### config.mk
export PLATFORM = sky130hd
export DESIGN_NAME = mem_arbiter2
export DESIGN_NICKNAME = d
export VERILOG_FILES = /design/src/rtl/mem_arb_pkg.sv /design/src/rtl/mem_arb_pick.sv /design/src/rtl/mem_arbiter2.sv
export SDC_FILE = /design/constraint.sdc
export NUM_CORES = 1
export LEC_CHECK = 0
export BUFFER_PORTS_ARGS = -buffer_cell sky130_fd_sc_hd__buf_2
export CAP_MARGIN = 20
export CORE_AREA = 2 2 121 123
export DETAILED_ROUTE_END_ITERATION = 16
export DIE_AREA = 0 0 123 125
export HOLD_SLACK_MARGIN = 0.15
export SYNTH_ARGS = -nofsm -noshare
export SYNTH_HDL_FRONTEND = slang
export SYNTH_SLANG_ARGS = --single-unit
### constraint.sdc
create_clock -name clk -period 1.78 [get_ports clk]
set_clock_uncertainty 0.05 [all_clocks]
set_input_delay 0.089 -clock clk [delete_from_list [all_inputs] [get_ports clk]]
set_output_delay 0.089 -clock clk [all_outputs]
set_load 0.02 [all_outputs]
### src/rtl/mem_arb_pkg.sv
// Shared constants for the two-master RAM arbiter: FSM state encodings and master ids.
package mem_arb_pkg;

  localparam logic [1:0] ST_IDLE = 2'd0;
  localparam logic [1:0] ST_GNT0 = 2'd1;
  localparam logic [1:0] ST_GNT1 = 2'd2;

  localparam logic M_CPU = 1'b0;
  localparam logic M_DMA = 1'b1;

  typedef enum logic [1:0] {
    StIdle = ST_IDLE,
    StGnt0 = ST_GNT0,
    StGnt1 = ST_GNT1
  } arb_state_e;

endpackage

### src/rtl/mem_arb_pick.sv
// Combinational next-owner picker. Define ARB_RR_EN for round-robin tie-breaking;
// otherwise master 0 (CPU) always wins a tie.
module mem_arb_pick
  import mem_arb_pkg::*;
(
  input  logic m0_valid,
  input  logic m1_valid,
  input  logic last_gnt,
  output logic any_req,
  output logic pick_id
);

  always_comb begin
    any_req = m0_valid | m1_valid;
    pick_id = M_CPU;
    if (m0_valid && m1_valid) begin
`ifdef ARB_RR_EN
      pick_id = ~last_gnt;
`else
      pick_id = M_CPU;
`endif
    end else if (m1_valid) begin
      pick_id = M_DMA;
    end
  end

`ifndef ARB_RR_EN
  // last_gnt is still tracked upstream but does not steer a fixed-priority pick.
  logic unused_last_gnt;
  assign unused_last_gnt = last_gnt;
`endif

endmodule

### src/rtl/mem_arbiter2.sv
// Two-master (CPU, AES DMA) arbiter in front of the RAM slave; one transaction per grant.
// Tie-breaking is round-robin when ARB_RR_EN is defined, fixed CPU priority otherwise.
module mem_arbiter2
  import mem_arb_pkg::*;
#(
  parameter int unsigned AW = 32,
  parameter int unsigned DW = 32
) (
  input  logic            clk,
  input  logic            rstn,
  input  logic            m0_valid,
  output logic            m0_ready,
  input  logic [AW-1:0]   m0_addr,
  input  logic [DW-1:0]   m0_wdata,
  input  logic [DW/8-1:0] m0_wstrb,
  output logic [DW-1:0]   m0_rdata,
  input  logic            m1_valid,
  output logic            m1_ready,
  input  logic [AW-1:0]   m1_addr,
  input  logic [DW-1:0]   m1_wdata,
  input  logic [DW/8-1:0] m1_wstrb,
  output logic [DW-1:0]   m1_rdata,
  output logic            s_valid,
  input  logic            s_ready,
  output logic [AW-1:0]   s_addr,
  output logic [DW-1:0]   s_wdata,
  output logic [DW/8-1:0] s_wstrb,
  input  logic [DW-1:0]   s_rdata
);

  arb_state_e state_q, state_d;
  logic       last_gnt_q, last_gnt_d;
  logic       any_req, pick_id;

  mem_arb_pick u_pick (
    .m0_valid (m0_valid),
    .m1_valid (m1_valid),
    .last_gnt (last_gnt_q),
    .any_req  (any_req),
    .pick_id  (pick_id)
  );

  // A grant ends on the slave's completion or when the owner withdraws; every
  // grant passes back through idle, so the slave always sees a gap.
  always_comb begin
    state_d    = state_q;
    last_gnt_d = last_gnt_q;
    unique case (state_q)
      StIdle: begin
        if (any_req) begin
          state_d    = (pick_id == M_DMA) ? StGnt1 : StGnt0;
          last_gnt_d = pick_id;
        end
      end
      StGnt0:  if (s_ready || !m0_valid) state_d = StIdle;
      StGnt1:  if (s_ready || !m1_valid) state_d = StIdle;
      default: state_d = StIdle;
    endcase
  end

  always_ff @(posedge clk) begin
    if (!rstn) begin
      state_q    <= StIdle;
      last_gnt_q <= M_DMA;
    end else begin
      state_q    <= state_d;
      last_gnt_q <= last_gnt_d;
    end
  end

  // Outputs are gated by rstn so a reset mid-transaction drops s_valid and
  // suppresses any ready in the same cycle.
  always_comb begin
    s_valid  = 1'b0;
    s_addr   = '0;
    s_wdata  = '0;
    s_wstrb  = '0;
    m0_ready = 1'b0;
    m1_ready = 1'b0;
    if (rstn) begin
      unique case (state_q)
        StGnt0: begin
          s_valid  = m0_valid;
          s_addr   = m0_addr;
          s_wdata  = m0_wdata;
          s_wstrb  = m0_wstrb;
          m0_ready = s_ready;
        end
        StGnt1: begin
          s_valid  = m1_valid;
          s_addr   = m1_addr;
          s_wdata  = m1_wdata;
          s_wstrb  = m1_wstrb;
          m1_ready = s_ready;
        end
        default: ;
      endcase
    end
    m0_rdata = rstn ? s_rdata : '0;
    m1_rdata = rstn ? s_rdata : '0;
  end

endmodule
==> After elaboration in Yosys (flattened, before gate mapping) <==
Index checks and enable logic that the tools add are counted.
{ "word_totals": {"ff_bits": 2, "output_inout_bits": 135} }
{ "op_classes": {"n_reduce_logical": 7, "bitwise_logic": 1, "eq_ne": 5, "muxes": 20} }
{ "ops": {"columns": ["operator", "n"], "rows": [
  ["$pmux 32 s2", 2],
  ["$mux 32", 3],
  ["$mux 2", 4],
  ["$pmux 4 s2", 1],
  ["$mux 1", 7],
  ["$ne 2x2->1 const B", 3],
  ["$pmux 2 s3", 1],
  ["$mux 4", 1],
  ["$reduce_and 3->1", 1],
  ["$eq 2x1->1 const B", 1],
  ["$eq 2x2->1 const B", 1],
  ["$logic_not 1->1", 2],
  ["$logic_not 2->1", 1],
  ["$logic_or 1x1->1", 2],
  ["$pmux 1 s2", 1],
  ["$logic_and 1x1->1", 1],
  ["$or 1x1->1", 1]
]} }

==> Logic depth before layout (Yosys ltp) <==
Gate-level depths: netlist of the first run.
{ "depth": {"depth_word": 5, "mapped_depth": 7, "depth_no_buf": 5} }

==> Hierarchy <==
Synthesis of the first run repeated with hierarchy kept, for this count alone.
{ "unflattened": {"hier_cells": 254, "hier_area_um2": 1621.6} }
{ "modules_own_cells": {"columns": ["mod", "area_each_um2", "cells_each", "instances"], "rows": [
  ["mem_arbiter2", 1609.0, 252, 1],
  ["mem_arb_pick", 12.5, 2, 1]
]} }

==> Worst setup path after synthesis of the first run <==
No wires, ideal clock.
{ "synth_path": {"path_type": "register to output", "startpoint": "reg state_q[1]", "endpoint": "out s_addr[21]", "path_slack_ns": 0.317, "stages_incl_launch_ff": 7, "t_arrival_ns": 1.324, "cell_sequence": "dfxtp_1 > inv_1 > ha_1 > nand2_1 > buf_6 > buf_6 > nor2_1"} }
{ "synth_via": {"elab_chain_len": 3, "elab_cells_between_ends": 4, "classes_between": "eq/ne: 2; mux: 2"} }
{ "synth_rtl": {"columns": ["item", "line_no", "source"], "rows": [
  ["start, declared", "mem_arbiter2.sv:31", "arb_state_e state_q, state_d;"],
  ["start signal, assigned", "mem_arbiter2.sv:63", "state_q <= StIdle;"],
  ["start signal, assigned", "mem_arbiter2.sv:66", "state_q <= state_d;"],
  ["$eq 2x2->1 / $eq 2x1->1 (equally long branches)", "mem_arbiter2.sv:81", "unique case (state_q)"],
  ["$pmux 32 s2 *", "mem_arbiter2.sv:81", null],
  ["$mux 32 *", "mem_arbiter2.sv:80", "if (rstn) begin"],
  ["end, declared", "mem_arbiter2.sv:25", "output logic [AW-1:0] s_addr,"]
]} }
Mark *: on every way between the ends. The rest lies on a longest branch, timed or not.

==> Worst setup path after layout of the first run <==
{ "layout_path": {"startpoint": "reg state_q[0]", "endpoint": "out s_wdata[11]"} }
{ "layout_via": {"elab_chain_len": 3, "elab_cells_between_ends": 4, "classes_between": "eq/ne: 2; mux: 2"} }
{ "layout_rtl": {"columns": ["item", "line_no", "source"], "rows": [
  ["$eq 2x2->1 / $eq 2x1->1 (equally long branches)", "mem_arbiter2.sv:81", null],
  ["$pmux 32 s2 *", "mem_arbiter2.sv:81", null],
  ["$mux 32 *", "mem_arbiter2.sv:80", null],
  ["end, declared", "mem_arbiter2.sv:26", "output logic [DW-1:0] s_wdata,"]
]} }
Marks and branches as above.

==> results.json, run 1 <==
{
  "maximum_fanout_count_along_the_critical_path": 53,
  "number_of_distinct_standard_cells_referenced_by_the_synthesized_netlist": 22,
  "slowest_stage_cell_crit_path": "sky130_fd_sc_hd__dfxtp_1",
  "holdCritPathClass": "in -> reg",
  "async_flop_share": 0,
  "combinationalPowerShare": 0.686,
  "worst_ir_drop_vdd_v": 0.000184,
  "yosys_most_used_dff": "sky130_fd_sc_hd__dfxtp_1",
  "fp.dieArea_mm2": 0.0154,
  "clk_path_buf_depth": 2,
  "synth_enable_flop_cells": 0,
  "hold-path-endpoint": "state_q[0]$_SDFFE_PN0P_",
  "height_of_the_chip_um": 125,
  "regToRegSetupSlack_ns": 0.29,
  "grt_util_all_layers": 0.0969,
  "final_min_period_over_clock_period": 0.945,
  "maxSlewViolCount": 0,
  "cts_setup_buffers": 0,
  "placement_rows": 44,
  "post-route-min-period_ns": 1.68,
  "cts_made_buffers": 3,
  "cap_violations": 0,
  "maxSlewHeadroom": 0.823,
  "tritoncts_clock_tree": "done",
  "seq_power_share": 0.042,
  "final_antenna_diode_count": 0,
  "port_buffers": 307,
  "detailed_place.area_mm2": 0.00304,
  "post-synth-top-area-cell": "sky130_fd_sc_hd__a22oi_1",
  "finalWeightedCongestion": 0.738,
  "cellInternalPower_uw": 705,
  "grt.overflow.total": 0,
  "dpl_worst_slack_ns": 0.284,
  "share_of_layout_cells_above_drive_strength_1": 0.635,
  "dr.first_iter.drc_count": 84,
  "drt-wirelength-per-cell_um": 12.1,
  "worst_setup_path_startpoint": "state_q[0]$_SDFFE_PN0P_",
  "tightestPinTransition_ns": 0.265,
  "initial_utilization": 0.110,
  "detailedPlacementHpwl_um": 7160,
  "fin_area_mm2": 0.00313,
  "routed_wirelength_um": 8410,
  "data_required_time_at_the_worst_endpoint_ns": 1.64,
  "hold_viol_final": 0,
  "detail_route.vias_per_cell": 3.99,
  "pin_count": 308,
  "synth_top_cell_area_share": 0.328,
  "top_regs": "state_q x2",
  "synth.most_common_cell": "sky130_fd_sc_hd__nor2_1",
  "synth-seq-cells": 2,
  "avgSynthCellArea_um2": 6.23,
  "ys_seq_area_frac": 0.0257,
  "clock_group_share_of_total_power": 0.272,
  "end_kind": "output port",
  "syn_inst": 250,
  "setup_viol": 0,
  "cts_root_buf": "sky130_fd_sc_hd__clkbuf_16",
  "tns_ns": 0,
  "total_number_of_vias": 2771,
  "outcome": "complete, no violations",
  "worstPathArrival_ns": 1.54,
  "antenna_violating_nets_post_route": 0,
  "grt_setup_unrepaired": "false",
  "register_with_the_most_flip_flops": "state_q",
  "h-tree-depth": 1,
  "hold_path_startpoint": "s_ready",
  "crit_family": "buffers and inverters",
  "reg2reg_depth": 6,
  "sw_frac_of_total": 0.438,
  "clk_latency_ns": 0.22,
  "leakage_uw": 0.00179,
  "design.final.nets": 688,
  "clk_pin_slew_worst_paths_ns": 0.03,
  "grt_first_pass_wirelength_um": 12000,
  "synth_warnings": 0,
  "startpoint_type": "register",
  "largest_reg_flops": 2,
  "cts_sinks": 2,
  "crit_buf_inv": 3,
  "setup_slack_ns": 0.0974,
  "grt_antenna_before_repair": 0,
  "detail_route.first_pass.iterations": 4,
  "post-route-util": 0.220,
  "syn-num-nets": 426,
  "n_fill_cell": 1623,
  "first_global_vias": 2439,
  "achievable-frequency_ghz": 0.594,
  "design.core.area_mm2": 0.0142,
  "worstReg2RegStart": "state_q[0]$_SDFFE_PN0P_",
  "power_switching_uw": 550,
  "synth.area.top_cells": "sky130_fd_sc_hd__a22oi_1 (33%), sky130_fd_sc_hd__nor2_1 (17%), sky130_fd_sc_hd__buf_4 (16%)",
  "die-width_um": 123,
  "cp_slowest_stage_delay_ns": 0.34,
  "power_density_mw_per_mm2": 401,
  "timing.rr.end": "state_q[0]$_SDFFE_PN0P_",
  "post_synth_most_frequent_cells": "sky130_fd_sc_hd__nor2_1 (70), sky130_fd_sc_hd__a22oi_1 (68), sky130_fd_sc_hd__and2_1 (33), sky130_fd_sc_hd__buf_4 (33), sky130_fd_sc_hd__buf_2 (13)",
  "worstHoldPathCells": 3,
  "flow.area_growth_from_synthesis_pct": 101,
  "route.detailed.drc": 0,
  "worst-setup-path-type": "reg -> out",
  "grt_start_max_net_pins": 54,
  "synth_area_mm2": 0.00156,
  "timing.critical_path.cells": "inv_1 -> ha_1 -> nand2_2 -> buf_12 -> nor2_1 -> buf_2"
}
[kinds of logic (layout without fill, tap and decap cells)]
family                     count (synthesis)  count (layout)  synth area share
AOI/OAI and AO/OA                         76              76             0.369
adders and majority gates                  3               3            0.0241
and+or+nand+nor                          107             107             0.315
buffers and inverters                     62             322             0.266
DFF                                        2               2            0.0257
[worst min-delay path: stages]
cell and delay, ns:
sky130_fd_sc_hd__buf_2 0.13, sky130_fd_sc_hd__nor2_1 0.06, sky130_fd_sc_hd__o2bb2ai_1 0.15
[per-layer routing]
layer / part of all wire / track usage
met1: 0.38 / 0.111
met2: 0.51 / 0.186
met3: 0.10 / 0.0246
met4: 0.00095 / 0.00468
met5: 0 / 0
[cell usage in the layout, fill, tap and decap left out, drive strengths merged]
| cell | netlist | layout |
|---|---|---|
| buf | 52 | 315 |
| nor2 | 70 | 70 |
| a22oi | 69 | 69 |
| and2 | 33 | 33 |
| inv | 3 | 3 |
| clkbuf | 7 | 3 |
| ha | 3 | 3 |
| and3 | 2 | 2 |
| o22ai | 2 | 2 |
| dfxtp | 2 | 2 |
| a21oi | 2 | 2 |
| nand2 | 1 | 1 |
| o21a | 1 | 1 |
| o211a | 1 | 1 |
| nand3 | 1 | 1 |
| o2bb2ai | 1 | 1 |
| dlygate4sd3 | 0 | 1 |
[stage by stage]
step | hold slack (ns) | power [µW] | instances
global placement | 0.358 | 922 | 690
detailed placement | 0.365 | 923 | 690
global route | 0.228 | 1370 | 694
floorplan | 0.196 | 595 | 250
finish | 0.194 | 1250 | 694
CTS | 0.188 | 1280 | 694
[power by group through the flow]
stage	clock network (µW)	registers [µW]	logic, µW
after floorplan	0	52.5	542
after global placement	0	53.5	868
after detailed placement	0	53.4	869
after CTS	350	53.0	874
after global routing	363	53.4	956
final	341	52.9	861
[cell type report]
class | instances | area, µm² | share of cell area
clock buffer | 3 | 75.1 | 0.0240
sequential | 2 | 40.0 | 0.0128
inverter | 3 | 11.3 | 0.00360
multi-input combinational | 186 | 1120 | 0.357
tap | 184 | 230 | 0.0736
timing repair buffer | 316 | 1660 | 0.529
[worst max path at each step]
stage	end	slack [ns]	depth (start not counted)
6_report	s_wdata[11]	0.1	6
5_1_grt	s_wstrb[2]	0.002	6
4_1_cts	s_wstrb[0]	0.02	6
3_5_place_dp	s_wstrb[0]	0.28	6
3_3_place_gp	s_wstrb[0]	0.26	6
2_1_floorplan	s_addr[21]	0.32	6
[what timing repair did]
item                       4_1_cts  5_1_grt
gates resized for setup          0        1
hold endpoints to repair         1        0
setup endpoints to repair        0        1
hold buffers                     1        0
Power figures use the tool's default switching activity.
==> run 2: changes to the inputs <==
--- a/config.mk
+++ b/config.mk
@@ -14,3 +14,4 @@
 export SYNTH_ARGS = -nofsm -noshare
 export SYNTH_HDL_FRONTEND = slang
 export SYNTH_SLANG_ARGS = --single-unit
+export TNS_END_PERCENT = 100
==> constraint.sdc (replaced) <==
create_clock -name clk -period 1.78 [get_ports clk]
set_clock_uncertainty 0.05 [all_clocks]
set_input_delay 0.089 -clock clk [delete_from_list [all_inputs] [get_ports clk]]
set_output_delay 0.089 -clock clk [all_outputs]
set_load 0.1 [all_outputs]
==> run 2 against run 1 <==
Die area stayed put; clock-buffer cell count stayed put; non-clock buffer count is 8 higher; maximum frequency is 4.1% lower; largest cell class unchanged; via count is 3.1% higher; critical path depth stayed put; sequential power is 8.7% higher; total power is 91% higher.
==> results.json, run 2 (synthesized netlist as in run 1, its figures left out) <==
{
  "maximum_fanout_count_along_the_critical_path": 9,
  "grt.overflow.total": 0,
  "clk_pin_slew_worst_paths_ns": 0.03,
  "outcome": "complete, no violations",
  "largest_reg_flops": 2,
  "final_min_period_over_clock_period": 0.985,
  "h-tree-depth": 1,
  "register_with_the_most_flip_flops": "state_q",
  "worst-setup-path-type": "reg -> out",
  "power_density_mw_per_mm2": 507,
  "die-width_um": 123,
  "cts_made_buffers": 3,
  "total_number_of_vias": 2858,
  "design.final.nets": 696,
  "setup_viol": 0,
  "height_of_the_chip_um": 125,
  "antenna_violating_nets_post_route": 0,
  "drt-wirelength-per-cell_um": 14.8,
  "end_kind": "output port",
  "setup_slack_ns": 0.0259,
  "pin_count": 308,
  "flow.area_growth_from_synthesis_pct": 203,
  "share_of_layout_cells_above_drive_strength_1": 0.801,
  "design.core.area_mm2": 0.0142,
  "data_required_time_at_the_worst_endpoint_ns": 1.64,
  "grt_start_max_net_pins": 50,
  "mostFrequentLayoutCell": "sky130_fd_sc_hd__buf_2",
  "timing.critical_path.cells": "inv_4 -> ha_4 -> nand2_8 -> buf_4 -> nor2_2 -> buf_12",
  "clk_path_buf_depth": 2,
  "slowest_stage_cell_crit_path": "sky130_fd_sc_hd__dfxtp_4",
  "holdCritPathClass": "in -> reg",
  "layout.cells.non_filler": 702,
  "leakage_uw": 0.00207,
  "detail_route.vias_per_cell": 4.07,
  "fin_area_mm2": 0.00472,
  "worst_ir_drop_vdd_v": 0.000197,
  "achievable-frequency_ghz": 0.570,
  "post-route-min-period_ns": 1.75,
  "clk_latency_ns": 0.22,
  "tritoncts_clock_tree": "done",
  "place.detailed.instances": 693,
  "layout_common_cells": "sky130_fd_sc_hd__buf_2 (236), sky130_fd_sc_hd__buf_12 (78), sky130_fd_sc_hd__a22oi_1 (59)",
  "worstPathArrival_ns": 1.62,
  "maxSlewHeadroom": 0.631,
  "top_regs": "state_q x2",
  "port_buffers": 307,
  "cp_slowest_stage_delay_ns": 0.37,
  "placement_rows": 44,
  "crit_buf_inv": 3,
  "cts_hold_buf": 0,
  "grt_antenna_before_repair": 2,
  "routed_wirelength_um": 10400,
  "maxSlewViolCount": 0,
  "detail_route.first_pass.iterations": 4,
  "cts_root_buf": "sky130_fd_sc_hd__clkbuf_16",
  "crit_family": "buffers and inverters",
  "initial_utilization": 0.110,
  "cap_violations": 0,
  "startpoint_type": "register",
  "dpl_worst_slack_ns": 0.204,
  "grt_first_pass_wirelength_um": 14300,
  "route.detailed.drc": 0,
  "dr.first_iter.drc_count": 93,
  "detailed_place.area_mm2": 0.00437,
  "grt_util_all_layers": 0.119,
  "final_antenna_diode_count": 0,
  "detailedPlacementHpwl_um": 8170,
  "cts_sinks": 2,
  "first_global_vias": 2746,
  "grt_setup_unrepaired": "true",
  "finalWeightedCongestion": 0.770,
  "fp.dieArea_mm2": 0.0154,
  "tightestPinTransition_ns": 0.554,
  "hold_viol_final": 0
}
## run 2: cell types whose count changed in the layout (fill, tap and decap cells not counted), sizes merged
| cell | previous run | this run |
|---|---|---|
| buf | 315 | 321 |
| clkbuf | 3 | 5 |
| dlygate4sd3 | 1 | 0 |
| bufbuf | 0 | 1 |
## run 2: per-stage QoR
stage	hold slack (ns)	util	setup TNS (ns)	power, µW
after global placement	0.369	0.308	0	1930
after global routing	0.199	0.332	-0.827	2500
final	0.170	0.332	0	2390
after detailed placement	0.411	0.308	0	1930
after floorplan	0.196	-	-14.32	1400
after CTS	0.174	0.326	-0.0736	2370
## run 2: worst register-to-register path: stages, from the launching register on
cell	delay (ns)
sky130_fd_sc_hd__dfxtp_4	0.36
sky130_fd_sc_hd__inv_4	0.05
sky130_fd_sc_hd__ha_4	0.19
sky130_fd_sc_hd__clkbuf_16	0.21
sky130_fd_sc_hd__a22oi_2	0.26
sky130_fd_sc_hd__o22ai_1	0.12
sky130_fd_sc_hd__o2bb2ai_1	0.16
## run 2: worst paths after layout
kind | slack, ns | to | cells past startpoint | startpoint
max | 0.03 | s_addr[16] | 6 | state_q[1]$_SDFFE_PN0P_
min reg2reg | 0.51 | state_q[1]$_SDFFE_PN0P_ | 1 | state_q[1]$_SDFFE_PN0P_
min | 0.17 | state_q[0]$_SDFFE_PN0P_ | 3 | m0_valid
max reg2reg | 0.25 | state_q[0]$_SDFFE_PN0P_ | 6 | state_q[0]$_SDFFE_PN0P_
## run 2: area by class of cell
class	instances	area [µm²]
timing repair buffer	324	2900
clock buffer	3	75.1
tap	184	230
fill	1444	9480
multi-input combinational	186	1450
sequential	2	47.5
inverter	3	16.3
## run 2: per-layer routing
layer,share of wire,vias up,global-route usage
li1,-,1388,-
met4,0.0096,0,0.0174
met2,0.51,187,0.225
met5,0,-,0
met3,0.094,8,0.0214
met1,0.38,1275,0.139
## run 2: repair_timing
| item | in CTS | in global routing |
|---|---|---|
| gates resized for setup | 16 | 15 |
| cloned | 3 | 2 |
| setup buffers | 2 | 0 |
| pin swaps | 0 | 8 |
| endpoints found under the setup margin | 61 | 61 |
| endpoints found under the hold margin | 0 | 0 |
## run 2: report_power, final
part           switching [µW]  total (µW)  internal (µW)
sequential               7.59        57.5           49.9
clock                    51.1         337            286
combinational            1390        2000            612
total                    1450        2390            948
==> run 3: changes to the inputs <==
==> constraint.sdc (replaced) <==
create_clock -name clk -period 1.78 [get_ports clk]
set_clock_uncertainty 0.05 [all_clocks]
set_input_delay 0.267 -clock clk [delete_from_list [all_inputs] [get_ports clk]]
set_output_delay 0.267 -clock clk [all_outputs]
set_load 0.1 [all_outputs]
==> run 3 against run 2 <==
The run now ends with negative setup slack left; total power grew 23%; die area did not move; sequential power hardly changed; sequential share of layout area down 0.25 points; flip-flop and latch count stayed put; first-iteration DRC count down 28%; clock-buffer cell count stayed put; wire length increased by 18%; register-to-register slack lost 0.06 ns; hold slack improved by 0.13 ns; final cell count is 0.28% higher; worst setup slack lost 0.18 ns.
==> results.json, run 3 (synthesized netlist as in run 1, its figures left out) <==
{
  "post-route-min-period_ns": 1.93,
  "end_kind": "output port",
  "detailed_place.area_mm2": 0.00549,
  "timing.critical_path.cells": "inv_4 -> ha_4 -> nand2_8 -> buf_12 -> nor2_2 -> buf_12",
  "largest_reg_flops": 2,
  "worstHoldPathCells": 3,
  "initial_utilization": 0.110,
  "grt_antenna_before_repair": 1,
  "height_of_the_chip_um": 125,
  "total_number_of_vias": 3013,
  "design.core.area_mm2": 0.0142,
  "route.detailed.drc": 0,
  "share_of_layout_cells_above_drive_strength_1": 0.956,
  "grt_start_max_net_pins": 33,
  "reg2reg_depth": 7,
  "placement_rows": 44,
  "crit_family": "buffers and inverters",
  "worstPathArrival_ns": 1.61,
  "holdCritPathClass": "in -> reg",
  "cts_made_buffers": 3,
  "antenna_violating_nets_post_route": 0,
  "achievable-frequency_ghz": 0.518,
  "register_with_the_most_flip_flops": "state_q",
  "power_density_mw_per_mm2": 470,
  "design.final.nets": 698,
  "cts_root_buf": "sky130_fd_sc_hd__clkbuf_16",
  "final_min_period_over_clock_period": 1.08,
  "cp_slowest_stage_delay_ns": 0.37,
  "grt_util_all_layers": 0.137,
  "slowest_stage_cell_crit_path": "sky130_fd_sc_hd__dfxtp_4",
  "setup_slack_ns": -0.150,
  "worst_ir_drop_vdd_v": 0.000223,
  "top_regs": "state_q x2",
  "first_global_vias": 3049,
  "failed_checks": "negative setup slack",
  "clk_latency_ns": 0.23,
  "drt-wirelength-per-cell_um": 17.4,
  "register_area_um2": 47.5,
  "flow.area_growth_from_synthesis_pct": 302,
  "finalWeightedCongestion": 0.771,
  "hold_path_startpoint": "m0_valid",
  "maximum_fanout_count_along_the_critical_path": 23,
  "regToRegSetupSlack_ns": 0.19,
  "fin_area_mm2": 0.00626,
  "pin_count": 308,
  "cap_violations": 0,
  "hold-path-endpoint": "state_q[0]$_SDFFE_PN0P_",
  "routed_wirelength_um": 12200,
  "data_required_time_at_the_worst_endpoint_ns": 1.46,
  "multi_input_comb_area_mm2": 0.00193,
  "h-tree-depth": 1,
  "cts_hold_buf": 0,
  "tritoncts_clock_tree": "done",
  "grt.overflow.total": 0,
  "detail_route.vias_per_cell": 4.28,
  "final_antenna_diode_count": 0,
  "crit_buf_inv": 3,
  "worstReg2RegStart": "state_q[1]$_SDFFE_PN0P_",
  "dr.first_iter.drc_count": 67,
  "maxSlewViolCount": 0,
  "detail_route.first_pass.iterations": 4,
  "die-width_um": 123,
  "fp.dieArea_mm2": 0.0154,
  "leakage_uw": 0.00241,
  "tightestPinTransition_ns": 0.281,
  "cts_sinks": 2,
  "clk_path_buf_depth": 2,
  "whs_ns": 0.301,
  "worst-setup-path-type": "reg -> out",
  "clk_pin_slew_worst_paths_ns": 0.03,
  "setup_viol": 70,
  "grt_setup_unrepaired": "true",
  "port_buffers": 307,
  "timing.rr.end": "state_q[1]$_SDFFE_PN0P_",
  "maxSlewHeadroom": 0.812,
  "mostFrequentLayoutCell": "sky130_fd_sc_hd__buf_2",
  "outcome": "complete, but fails checks",
  "most_repeated_library_cell_on_the_critical_path": "sky130_fd_sc_hd__buf_12",
  "startpoint_type": "register",
  "hold_viol_final": 0,
  "layout_common_cells": "sky130_fd_sc_hd__buf_2 (172), sky130_fd_sc_hd__buf_12 (144), sky130_fd_sc_hd__nor2_4 (57)",
  "n_fill_cell": 1345,
  "grt_first_pass_wirelength_um": 16100,
  "detailedPlacementHpwl_um": 9300
}
==> run 3: cell types whose count changed in the layout (fill, tap and decap cells not counted), sizes merged <==
cell / previous run / this run
buf: 321 / 323
bufbuf: 1 / 0
clkbuf: 5 / 6
==> run 3: power breakdown <==
group / switching (µW) / internal [µW] / leakage [µW] / total (µW)
Sequential: 7.74 / 49.9 / 0.0000178 / 57.6
Combinational: 1590 / 948 / 0.00236 / 2530
Clock: 60.1 / 287 / 0.0000370 / 347
==> run 3: layout make-up <==
type	instances	share of cell area
clock buffers	3	0.0120
flip-flops and latches	2	0.00760
multi-input cells	186	0.309
repair buffers	326	0.632
inverters	3	0.00260
well taps	184	0.0368
==> run 3: how the worst max path moves through the flow <==
stage	start	endpoint	slack [ns]	depth (start not counted)
detailed placement	state_q[0]$_SDFFE_PN0P_	s_wstrb[3]	0.03	6
finish	state_q[0]$_SDFFE_PN0P_	s_wdata[4]	-0.15	6
global placement	state_q[0]$_SDFFE_PN0P_	s_wstrb[3]	0.04	6
CTS	state_q[0]$_SDFFE_PN0P_	s_addr[8]	-0.13	6
floorplan	state_q[1]$_SDFFE_PN0P_	s_addr[0]	-0.35	5
global route	state_q[1]$_SDFFE_PN0P_	s_wdata[7]	-0.20	6
==> run 3: metrics by stage <==
stage          worst slack, ns  utilization  instances  setup TNS, ns  total power, µW
3_5_place_dp            0.0256        0.387        692              0             2290
6_report                -0.150        0.441        704          -6.73             2940
2_1_floorplan           -0.355            -        250         -15.81             1460
5_1_grt                 -0.197        0.441        704          -9.60             3040
3_3_place_gp            0.0403        0.387        692              0             2280
4_1_cts                 -0.134        0.415        699          -7.00             2790
==> run 3: per-layer routing <==
| layer | global-route usage | vias to the layer above | wire length (µm) |
|---|---|---|---|
| met5 | 0 | - | 13 |
| met4 | 0.0261 | 2 | 216 |
| met3 | 0.0447 | 24 | 1270 |
| met2 | 0.284 | 205 | 6990 |
| met1 | 0.126 | 1389 | 3740 |
| li1 | - | 1393 | - |
==> run 3: worst reg2reg max path, cell delays in order (launching register included) <==
cell and delay, ns:
sky130_fd_sc_hd__dfxtp_4 0.37, sky130_fd_sc_hd__inv_4 0.05, sky130_fd_sc_hd__ha_4 0.23, sky130_fd_sc_hd__buf_16 0.19, sky130_fd_sc_hd__a22oi_2 0.24, sky130_fd_sc_hd__buf_4 0.16
sky130_fd_sc_hd__o22ai_1 0.07, sky130_fd_sc_hd__o211a_1 0.12
==> run 3: repair_timing <==
action | in CTS | in global routing
endpoints found under the setup margin | 71 | 71
hold endpoints to repair | 0 | 0
buffers inserted | 1 | 0
gates resized for setup | 49 | 53
pin swaps | 10 | 6
gates cloned | 3 | 5
